`src/rtl/syscall_unit.sv`:
```
// -----------------------------------------------------------------------------
// syscall_unit
//
// Execute-stage responder for syscall instructions. When the decoder raises
// syscall_en, the unit reads the service code (syscall_v0) and the argument
// (syscall_a0) and performs the service:
//   10 -> halt            (sets the sticky halted flag)
//   34 -> print hex       (queues {kind=0, a0} toward the display)
//    1 -> print decimal   (queues {kind=1, a0} toward the display)
//   other -> unsupported  (sets the sticky bad_syscall flag)
// Print requests go through a small circular FIFO. The pipeline is stalled
// while a print is requested and that FIFO is full.
//
// Ports
//   clk, rst        : clock, synchronous active-high reset
//   syscall_en      : a valid syscall is in execute this cycle
//   syscall_v0      : service code (DATA_W)
//   syscall_a0      : service argument (DATA_W)
//   stall           : combinational pipeline hold request to the hazard unit
//   halted          : sticky, a halt service was accepted
//   done            : halted and the display FIFO has drained
//   bad_syscall     : sticky, an unsupported service code was accepted
//   syscall_count   : number of accepted syscalls (wraps, CNT_W bits)
//   disp_valid      : FIFO head is valid
//   disp_data       : FIFO head argument
//   disp_kind       : FIFO head format, 0 = hex, 1 = decimal
//   disp_ready      : display consumer takes the head this cycle
//
// Display handshake: the head entry transfers on a rising edge where
// disp_valid and disp_ready are both 1. While disp_valid is 1 and disp_ready
// is 0 the head (disp_data/disp_kind) is held unchanged. disp_valid never
// depends on disp_ready, and disp_data/disp_kind are don't-care while
// disp_valid is 0.
//
// FIFO_DEPTH must be a power of two and at least 2; the pointers rely on
// natural binary wrap from FIFO_DEPTH-1 to 0.
// -----------------------------------------------------------------------------
module syscall_unit #(
    parameter int DATA_W     = 32,
    parameter int FIFO_DEPTH = 4,
    parameter int CNT_W      = 32
) (
    input  logic              clk,
    input  logic              rst,
    input  logic              syscall_en,
    input  logic [DATA_W-1:0] syscall_v0,
    input  logic [DATA_W-1:0] syscall_a0,
    output logic              stall,
    output logic              halted,
    output logic              done,
    output logic              bad_syscall,
    output logic [CNT_W-1:0]  syscall_count,
    output logic              disp_valid,
    output logic [DATA_W-1:0] disp_data,
    output logic              disp_kind,
    input  logic              disp_ready
);

    localparam int PTR_W = $clog2(FIFO_DEPTH);
    localparam int OCC_W = PTR_W + 1;

    localparam logic [OCC_W-1:0]  OCC_FULL       = OCC_W'(FIFO_DEPTH);
    localparam logic [DATA_W-1:0] CODE_PRINT_DEC = DATA_W'(1);
    localparam logic [DATA_W-1:0] CODE_HALT      = DATA_W'(10);
    localparam logic [DATA_W-1:0] CODE_PRINT_HEX = DATA_W'(34);

    // FIFO storage and bookkeeping
    logic [DATA_W-1:0] data_mem [FIFO_DEPTH];
    logic              kind_mem [FIFO_DEPTH];
    logic [PTR_W-1:0]  wr_ptr;
    logic [PTR_W-1:0]  rd_ptr;
    logic [OCC_W-1:0]  occupancy;

    // Decode and control
    logic is_halt;
    logic is_print_dec;
    logic is_print_hex;
    logic is_print;
    logic fifo_full;
    logic fifo_empty;
    logic accept;
    logic push;
    logic pop;

    always_comb begin
        is_halt      = (syscall_v0 == CODE_HALT);
        is_print_dec = (syscall_v0 == CODE_PRINT_DEC);
        is_print_hex = (syscall_v0 == CODE_PRINT_HEX);
        is_print     = is_print_dec | is_print_hex;

        // Full/empty come from the registered occupancy only. A pop in the
        // same cycle does not release the stall; the syscall is accepted in
        // the cycle after the pop instead. This keeps stall off the
        // disp_ready path.
        fifo_full  = (occupancy == OCC_FULL);
        fifo_empty = (occupancy == '0);

        stall  = syscall_en & ~halted & is_print & fifo_full;
        accept = syscall_en & ~halted & ~stall;
        push   = accept & is_print;
        pop    = ~fifo_empty & disp_ready;

        disp_valid = ~fifo_empty;
        disp_data  = data_mem[rd_ptr];
        disp_kind  = kind_mem[rd_ptr];
        done       = halted & fifo_empty;
    end

    // Status flags and the accepted-syscall counter
    always_ff @(posedge clk) begin
        if (rst) begin
            halted        <= 1'b0;
            bad_syscall   <= 1'b0;
            syscall_count <= '0;
        end else if (accept) begin
            syscall_count <= syscall_count + CNT_W'(1);
            if (is_halt) begin
                halted <= 1'b1;
            end
            if (!is_halt && !is_print) begin
                bad_syscall <= 1'b1;
            end
        end
    end

    // FIFO pointers and occupancy. Push on full cannot happen because stall
    // blocks acceptance, so push+pop together always leaves occupancy as is.
    always_ff @(posedge clk) begin
        if (rst) begin
            wr_ptr    <= '0;
            rd_ptr    <= '0;
            occupancy <= '0;
        end else begin
            if (push) begin
                wr_ptr <= wr_ptr + PTR_W'(1);
            end
            if (pop) begin
                rd_ptr <= rd_ptr + PTR_W'(1);
            end
            case ({push, pop})
                2'b10:   occupancy <= occupancy + OCC_W'(1);
                2'b01:   occupancy <= occupancy - OCC_W'(1);
                default: occupancy <= occupancy;
            endcase
        end
    end

    // FIFO storage. Cleared on reset so the head reads as zero afterwards.
    always_ff @(posedge clk) begin
        if (rst) begin
            for (int i = 0; i < FIFO_DEPTH; i++) begin
                data_mem[i] <= '0;
                kind_mem[i] <= 1'b0;
            end
        end else if (push) begin
            data_mem[wr_ptr] <= syscall_a0;
            kind_mem[wr_ptr] <= is_print_dec;
        end
    end

endmodule

```
`config.mk`:
```
export PLATFORM = sky130hd
export DESIGN_NAME = syscall_unit
export DESIGN_NICKNAME = d
export VERILOG_FILES = /design/src/rtl/syscall_unit.sv
export SDC_FILE = /design/constraint.sdc
export NUM_CORES = 1
export LEC_CHECK = 0
export ABC_AREA = 1
export CAP_MARGIN = 20
export CORE_UTILIZATION = 31
export DETAILED_ROUTE_END_ITERATION = 8
export SETUP_SLACK_MARGIN = 0.2
export SYNTH_ARGS = -nofsm -noshare
export SYNTH_HDL_FRONTEND = slang
export SYNTH_SLANG_ARGS = --single-unit
export TNS_END_PERCENT = 1
```
`constraint.sdc`:
```
create_clock -name clk -period 5.1 [get_ports clk]
set_input_delay 0.51 -clock clk [delete_from_list [all_inputs] [get_ports clk]]
set_output_delay 0.51 -clock clk [all_outputs]
set_load 0.02 [all_outputs]
```
Yosys cells after proc, flatten, opt, wreduce, memory -nomap -nowiden. Memory sizes are Yosys's and may differ from the RTL's. A register that Yosys moved wholly into a read port is not among the register bits. Cells that the tools add are included.

Register bits after elaboration: 41. Memory bits (writable): 132. Input bits: 68. Logic and storage cells: 55. Memories kept: 2.

Memories: data_mem (depth 4, width 32, rd ports 1, clocked after Yosys merged registers in 1, write ports 4, RTL line 68) `logic [DATA_W-1:0] data_mem [FIFO_DEPTH];`; kind_mem (depth 4, width 1, rd ports 1, clocked after Yosys merged registers in 1, write ports 4, RTL line 69) `logic kind_mem [FIFO_DEPTH];`.

Add/subtract/negate cells: 5. Equal/unequal tests: 6. Multiplexer cells: 16. Bitwise logic cells: 11. Reduce and logical (&&, ||, !) cells: 9.

Operators with widths (number): $add A32 B1 Y32 const B (1); $eq A32 B1 Y1 const B (1); $eq A32 B4 Y1 const B (1); $eq A32 B6 Y1 const B (1); $mux W32 (1); $reduce_or A32 Y1 (1); $mux W2 (6); $mux W1 (8); $and A1 B1 Y1 (7); $pmux W3 S2 (1); $add A2 B1 Y2 const B (2); $reduce_and A2 Y1 (2); $add A3 B1 Y3 const B (1); $eq A3 B3 Y1 const B (1); $logic_not A3 Y1 (1); $not A1 Y1 (3); $sub A3 B1 Y3 const B (1); $eq A2 B1 Y1 const B (1); $eq A2 B2 Y1 const B (1); $logic_not A1 Y1 (2); $reduce_bool A2 Y1 (1); $logic_and A1 B1 Y1 (1); $or A1 B1 Y1 (1); $reduce_or A1 Y1 (1).

Logic depth before layout (Yosys ltp). Gate-level depths: netlist of run 1.

Depth after elaboration: 12. Mapped depth: 13. Mapped depth without buffers: 13.

Worst setup path before layout of run 1. No wires, ideal clock.

Path kind: input -> register. From: input port syscall_v0[15]. To: memory data_mem[2][0], enable pin. Setup time: 0.469 ns. Data arrival time: 3.512 ns. Slack: 1.119 ns. Stages on the path: 7. Path buffers: 0. Path through: nor2_1 nand2_1 nor2_2 inv_2 nor2_4 nand4_4 o21ai_0.

RTL lines: start: declaration (RTL line 46) `input logic [DATA_W-1:0] syscall_v0,`; end: declaration (RTL line 68).

==> impl_metrics.tcl, run 1 <==
set metrics [dict create \
    status "finished, final reports clean" \
    num_vias 7019 \
    ir_worst_vdd_v 0.0002015 \
    reg2reg_slack_ns 2.50 \
    power.total_uw 3144 \
    rows 60 \
    p_leak_uw 0.003833 \
    synth.net_count 1041 \
    drc 0 \
    ys_types 28 \
    nets 1157 \
    period_minus_slack_ns 3.070 \
    crit_path_end_kind "primary output" \
    h-tree-depth 4 \
    die_width_um 167.6 \
    fin_hold_ws_ns 0.4746 \
    fp.dieH_um 167.6 \
    crit_buf_inv 4 \
    syn_area_um2 8504 \
    post-route-period-util 0.6020 \
    clk_latency_ns 0.44 \
    ctsResizeCount 0 \
    post-place-ws_ns 1.695 \
    yosysWarnings 0 \
    grt_max_degree 99 \
    max_stage_delay_ns 0.67 \
    overflow 0 \
    drtPass1Iterations 5 \
    portBuffers 137 \
    slowest_stage "clkdlybuf4s50_1" \
    dieArea_um2 28100 \
    worstHoldStart "rd_ptr[1]" \
    initial_core_util 0.3156 \
    ys.flop_type "edfxtp_1" \
    fin_ws_ns 2.030 \
    synth_top_cell_area_share 0.4661 \
    yosysMostFrequentCell "nor2_1" \
    first_iter_violations 520 \
    totalWireLength_um 22340 \
    antenna_found_initial 1 \
    r2r_end "syscall_count[0]" \
    grt_pass1_wl_um 35830 \
    synth_common_cells "nor2_1, nand2_1, edfxtp_1" \
    wl_met2_um 10520 \
    netlist_instances 970 \
    drv_slew 0 \
    io-pin-count 138 \
    syn2layout_area_growth_pct 27.63 \
    min_path_type "flop to flop" \
    placed_area_um2 10140 \
    ys_seq_elements 175 \
    route.top_layer_used "met4" \
    critPathCapture "disp_data[26]" \
    syn_avg_cell_area_um2 8.767 \
    design.core.area_um2 26950 \
    cp_max_fo 34 \
    tritoncts.num_buffers 17 \
    skew_ns 0.01636 \
    tns_ns 0 \
    slew_headroom 0.3618 \
    cts_hold_buf 0 \
    power.density_nw_per_um2 289.7 \
    yosysTopAreaCell "edfxtp_1" \
    crit_cells 6 \
    avgRoutedWirePerCell_um 15.50 \
    crit_path_start_kind "flop" \
    drive_gt1_frac 0.07461 \
    wl_met1_um 10300 \
    synth_edf_count 132 \
    rsz0062_at_grt "no" \
    worstMarginPinSlew_ns 0.9539 \
    crit_arrival_ns 2.56 \
    reg2reg_depth 8 \
    async_reset_ff_frac 0 \
    hold_viol 0 \
    hpwl_um 13810 \
    ys_seq_area_frac 0.5673 \
    design_area_um2 10850 \
    grt_pass1_vias 6726 \
    setup.worst_path.class "flop to primary output" \
    setup_viol 0 \
    wl_met3_um 1199 \
    place_congestion 0.8250 \
    final_antenna_net_count 0 \
    root_buffer "clkbuf_16" \
    crit_family "buffers and inverters" \
    tritoncts "yes" \
    cts_buffer_depth 2 \
    path_clk_slew_ns 0.07 \
    timing.rr.start "occupancy[0]" \
    post-cts-setup-buffers 0 \
    synthTopCellsByArea "edfxtp_1, dfxtp_1, nor2_1, nand2_1, o21ai_0" \
    via_per_inst 4.871 \
    worstPathRequired_ns 4.59 \
    path_cells "buf_4 -> inv_1 -> buf_16 -> o21ai_0 -> o22ai_1 -> clkdlybuf4s50_1" \
    grt_usage 0.1628 \
    max_cap_violations 0 \
    cts_sinks 175 \
    max_freq_ghz 0.3257 \
]
## layout by cell type (no fill, tap or decap), types with 2 or more instances in the layout
| cell | Yosys | layout |
|---|---|---|
| a21oi_1 | 38 | 38 |
| buf_16 | 0 | 2 |
| buf_4 | 0 | 10 |
| clkbuf_16 | 0 | 17 |
| clkdlybuf4s50_1 | 0 | 137 |
| clkinv_1 | 2 | 2 |
| clkinv_8 | 0 | 5 |
| dfxtp_1 | 43 | 42 |
| edfxtp_1 | 132 | 132 |
| ha_1 | 2 | 2 |
| inv_1 | 63 | 62 |
| inv_2 | 2 | 3 |
| inv_6 | 0 | 3 |
| inv_8 | 0 | 4 |
| nand2_1 | 159 | 157 |
| nand2_2 | 3 | 4 |
| nand3_1 | 36 | 36 |
| nand3_2 | 2 | 2 |
| nand3b_1 | 15 | 15 |
| nand4_1 | 3 | 3 |
| nor2_1 | 199 | 199 |
| nor2_2 | 22 | 22 |
| nor2_4 | 2 | 2 |
| nor3_1 | 66 | 66 |
| o21ai_0 | 76 | 75 |
| o22ai_1 | 33 | 33 |
| xnor2_1 | 4 | 4 |
| xor2_1 | 11 | 11 |
## worst reg2reg max path: cells and delay by family, from the launching register on
family / cells / cell delay (ns)
AND/OR/NAND/NOR: 7 / 2.05
flip-flops: 1 / 0.32
buffers and inverters: 1 / 0.13
## final cells by class
cell class                 count  area [µm²]
antenna                        1       2.502
multi-input combinational    675        3193
clock buffer                  17       425.4
tap                          341       426.7
clock inverter                15       207.7
inverter                      67       251.5
timing repair buffer         150        1521
sequential                   175        4826
fill                        2701       16100
## cell families (layout without fill, tap and decap cells)
logic type / count (synthesis) / in the layout / synth area share
other: 0 / 1 / 0
adders and majority gates: 3 / 3 / 0.005296
AOI/OAI and AO/OA: 148 / 148 / 0.09210
and+or+nand+nor: 509 / 509 / 0.2601
DFF: 175 / 175 / 0.5673
buffers and inverters: 120 / 249 / 0.05973
xor gates and xnor gates: 15 / 15 / 0.01545
## metrics by stage
step / instances / utilization
floorplan: 970 / -
global placement: 1405 / 0.3764
detailed placement: 1405 / 0.3764
CTS: 1437 / 0.3999
global route: 1440 / 0.4026
finish: 1441 / 0.4027
## where the power goes
group	internal [µW]	switching (µW)	leakage, µW	total [µW]
sequential	1570	13.3	0.00166	1580
combinational	79.4	102	0.00187	181
clock	719	660	0.000307	1380
## routing by layer
metal,up-vias,global-route usage
met4,0,0.04787
met3,20,0.03262
li1,3513,-
met2,188,0.2728
met1,3298,0.2117
met5,-,0
## sequential cells by signal, summed over array words and instances, names as in the netlist, named ones only
register	count
kind_mem	4
syscall_count	32
data_mem	128
wr_ptr	2
occupancy	3
rd_ptr	2
halted	1
bad_syscall	1
## worst min path at each step
stage | to | cells after the start
after floorplan | flop | 2
after global placement | rd_ptr[1] | 2
after detailed placement | flop | 2
after CTS | flop | 2
after global routing | wr_ptr[1] | 2
final | flop | 2
Note: power is estimated with default switching activity, not from simulation.
==> run 2, diff against run 1 <==
==> constraint.sdc (replaced) <==
create_clock -name clk -period 2.7 [get_ports clk]
set_input_delay 0.27 -clock clk [delete_from_list [all_inputs] [get_ports clk]]
set_output_delay 0.27 -clock clk [all_outputs]
set_load 0.02 [all_outputs]
==> impl_metrics.tcl, run 2 (same netlist as run 1, synthesis figures left out) <==
set metrics [dict create \
    crit_arrival_ns 2.25 \
    post-place-ws_ns 0.2053 \
    worstMarginPinSlew_ns 0.4817 \
    tritoncts "yes" \
    dieArea_um2 28100 \
    place_congestion 0.7813 \
    grt_max_degree 67 \
    layout_common_cells "nor2_1, nand2_1, clkdlybuf4s50_1" \
    cts_hold_buf 0 \
    tritoncts.num_buffers 17 \
    multi_input_area_um2 3193 \
    power.density_nw_per_um2 528.0 \
    period_minus_slack_ns 2.519 \
    avgRoutedWirePerCell_um 15.52 \
    clk_latency_ns 0.43 \
    cts_buffer_depth 2 \
    hpwl_um 14630 \
    worstPathRequired_ns 2.43 \
    fin_util 0.4065 \
    p_leak_uw 0.003899 \
    post-route-period-util 0.9331 \
    h-tree-depth 4 \
    cp_max_fo 33 \
    layout_commonest_cell "nor2_1" \
    drc 0 \
    fp.dieH_um 167.6 \
    setup.worst_path.class "flop to primary output" \
    crit_path_end_kind "primary output" \
    max_cap_violations 0 \
    largest_reg_flops 128 \
    fin_ws_ns 0.1807 \
    min_path_type "flop to flop" \
    drv_slew 0 \
    cts_sinks 175 \
    drtPass1Iterations 5 \
    num_vias 7058 \
    slew_headroom 0.6789 \
    skew_ns 0.01563 \
    via_per_inst 4.864 \
    fillers 2648 \
    tns_ns 0 \
    design.core.area_um2 26950 \
    hold_viol 0 \
    path_clk_slew_ns 0.07 \
    root_buffer "clkbuf_16" \
    die_width_um 167.6 \
    antenna_found_initial 1 \
    setup_viol 0 \
    totalWireLength_um 22520 \
    final_antenna_net_count 0 \
    overflow 0 \
    rows 60 \
    max_freq_ghz 0.3969 \
    top_regs "data_mem x128, syscall_count x32, kind_mem x4" \
    top_register "data_mem" \
    portBuffers 137 \
    syn2layout_area_growth_pct 28.81 \
    post-cts-setup-buffers 0 \
    status "finished, final reports clean" \
    grt_pass1_vias 6955 \
    grt_pass1_wl_um 36480 \
    initial_core_util 0.3156 \
    ir_worst_vdd_v 0.0004223 \
    first_iter_violations 577 \
    drive_gt1_frac 0.08386 \
    io-pin-count 138 \
    crit_path_start_kind "flop" \
    nets 1167 \
    regArea_um2 4826 \
    grt_usage 0.1656 \
    rsz0062_at_grt "yes" \
]
-- run 2: path summary, 6_finish.rpt --
check | start | to | slack, ns | depth (start not counted)
setup / recovery | flop | disp_data[13] | 0.18 | 4
hold / removal | rd_ptr[1] | flop | 0.48 | 2
setup reg to reg | halted | occupancy[2] | 0.62 | 11
hold reg to reg | rd_ptr[1] | flop | 0.48 | 2
-- run 2: power by group --
group | internal (µW) | leakage (µW) | switching (µW) | total (µW)
clock | 1240 | 0.000290 | 1190 | 2430
sequential | 2970 | 0.00166 | 25.3 | 2990
combinational | 166 | 0.00195 | 196 | 362
-- run 2: what timing repair did --
action / in CTS / in global routing
hold endpoints to repair: 0 / 0
gates resized for setup: 4 / 2
setup endpoints to repair: 29 / 19
-- run 2: metrics by stage --
| step | instances | hold slack (ns) | area [µm²] | power (µW) |
|---|---|---|---|---|
| 6_report | 1451 | 0.4773 | 10950 | 5784 |
| 5_1_grt | 1450 | 0.4970 | 10950 | 5989 |
| 4_1_cts | 1450 | 0.4753 | 10950 | 5851 |
| 3_5_place_dp | 1418 | 0.4640 | 10350 | 3420 |
| 3_3_place_gp | 1418 | 0.4525 | 10350 | 3415 |
| 2_1_floorplan | 970 | 0.4366 | 8508 | 3198 |
-- run 2: area by class of cell --
type | count | share of cell area
Antenna cell | 1 | 0.0002284
Clock buffer | 17 | 0.03883
Clock inverter | 15 | 0.01451
Inverter | 67 | 0.02376
Multi-Input combinational cell | 675 | 0.2915
Sequential cell | 175 | 0.4405
Tap cell | 341 | 0.03895
Timing Repair Buffer | 160 | 0.1517
-- run 2: critical path, cell delays in order (launching register included) --
cell and delay (ns):
dfxtp_1 0.40, buf_6 0.31, o21ai_0 0.14, o22ai_1 0.30, clkdlybuf4s50_1 0.67
-- run 2: per-layer routing --
metal	routed length [µm]	share of wire	vias up	global-route usage
met4	178	0.0079	0	0.04228
met3	1284	0.057	13	0.03451
met2	10970	0.49	192	0.2848
li1	-	-	3524	-
met1	10090	0.45	3329	0.2109
met5	0	0	-	0
==> run 3, diff against run 2 <==
--- a/config.mk
+++ b/config.mk
@@ -9,6 +9,8 @@
 export CAP_MARGIN = 20
 export CORE_UTILIZATION = 31
 export DETAILED_ROUTE_END_ITERATION = 8
+export GPL_ROUTABILITY_DRIVEN = 1
+export PLACE_DENSITY_LB_ADDON = 0.08
 export SETUP_SLACK_MARGIN = 0.2
 export SYNTH_ARGS = -nofsm -noshare
 export SYNTH_HDL_FRONTEND = slang
==> impl_metrics.tcl, run 3 (same netlist as run 1, synthesis figures left out) <==
set metrics [dict create \
    status "finished, final reports clean" \
    skew_ns 0.01887 \
    grt_pass1_wl_um 37530 \
    slew_headroom 0.6757 \
    clk_latency_ns 0.43 \
    place_congestion 0.7770 \
    worstMarginPinSlew_ns 0.4864 \
    syn2layout_area_growth_pct 28.70 \
    largest_reg_flops 128 \
    layout_commonest_cell "nor2_1" \
    rows 60 \
    first_iter_violations 325 \
    max_freq_ghz 0.4034 \
    power.density_nw_per_um2 525.4 \
    rsz0062_at_grt "yes" \
    fp.dieH_um 167.6 \
    drive_gt1_frac 0.08446 \
    drv_slew 0 \
    post-route-period-util 0.9181 \
    avgRoutedWirePerCell_um 16.09 \
    cp_max_fo 38 \
    cts_sinks 175 \
    top_register "data_mem" \
    via_per_inst 4.769 \
    layout_common_cells "nor2_1, nand2_1, clkdlybuf4s50_1" \
    grt_usage 0.1713 \
    min_path_type "flop to flop" \
    num_vias 6939 \
    overflow 0 \
    worstPathRequired_ns 2.43 \
    max_cap_violations 0 \
    crit_path_start_kind "flop" \
    dieArea_um2 28100 \
    tritoncts "yes" \
    root_buffer "clkbuf_16" \
    hpwl_um 14530 \
    multi_input_area_um2 3188 \
    nets 1171 \
    top_regs "data_mem x128, syscall_count x32, kind_mem x4" \
    final_antenna_net_count 0 \
    path_clk_slew_ns 0.07 \
    regArea_um2 4826 \
    timing.rr.start "occupancy[1]" \
    tns_ns 0 \
    antenna_found_initial 3 \
    setup_viol 0 \
    die_width_um 167.6 \
    cts_buffer_depth 2 \
    h-tree-depth 4 \
    portBuffers 137 \
    crit_arrival_ns 2.21 \
    fin_util 0.4061 \
    design.core.area_um2 26950 \
    setup.worst_path.class "flop to primary output" \
    crit_path_end_kind "primary output" \
    hold_viol 0 \
    ir_worst_vdd_v 0.0003270 \
    initial_core_util 0.3156 \
    io-pin-count 138 \
    period_minus_slack_ns 2.479 \
    drtPass1Iterations 5 \
    fillers 2719 \
    totalWireLength_um 23410 \
    drc 0 \
    worstHoldStart "rd_ptr[1]" \
    tritoncts.num_buffers 17 \
    p_leak_uw 0.003890 \
    grt_pass1_vias 6956 \
    grt_max_degree 53 \
]
[run 3: routing by layer]
layer / wire length [µm] / vias up / global-route usage / part of all wire
met5: 28 / - / 0 / 0.0012
met4: 291 / 4 / 0.04547 / 0.012
met3: 1281 / 24 / 0.04420 / 0.055
met2: 11140 / 168 / 0.2870 / 0.48
met1: 10670 / 3212 / 0.2184 / 0.46
li1: - / 3531 / - / -
[run 3: path summary, 6_finish.rpt]
path                   to  slack [ns]  depth (start not counted)
min             rd_ptr[1]        0.48                          2
max reg2reg  occupancy[2]        0.70                         10
min reg2reg     rd_ptr[1]        0.48                          2
max          disp_data[0]        0.22                          5
[run 3: cell type report]
class	instances	share of cell area
clock inverters	15	0.01315
diodes	1	0.0002286
clock buffers	17	0.03887
repair buffers	164	0.1534
inverters	67	0.02321
flip-flops and latches	175	0.4409
well taps	341	0.03898
multi-input cells	675	0.2913
[run 3: report_power, final]
group / internal, µW / switching (µW) / total [µW]
clock: 1230 / 1180 / 2400
combinational: 164 / 194 / 357
sequential: 2970 / 24.0 / 2990
[run 3: metrics by stage]
stage / total power, µW / cell area, µm² / worst slack [ns] / std cells / hold WS, ns
CTS: 5837 / 10930 / 0.08338 / 1454 / 0.4817
detailed placement: 3417 / 10350 / 0.2342 / 1422 / 0.4577
global route: 5962 / 10940 / 0.1167 / 1454 / 0.5131
floorplan: 3198 / 8508 / 0.2763 / 970 / 0.4366
finish: 5751 / 10950 / 0.2212 / 1455 / 0.4827
global placement: 3416 / 10350 / 0.2591 / 1422 / 0.4584
[run 3: what timing repair did]
| item | in CTS | in global routing |
|---|---|---|
| gates cloned | 0 | 0 |
| setup endpoints to repair | 28 | 31 |
| hold buffers | 0 | 0 |
| resized for setup | 2 | 7 |
| buffers inserted | 0 | 0 |
[run 3: worst max-delay path, stage by stage (launching register included)]
cell and delay (ns):
dfxtp_2 0.37, inv_4 0.17, buf_12 0.23, o21ai_0 0.11
o22ai_1 0.25, clkdlybuf4s50_1 0.66
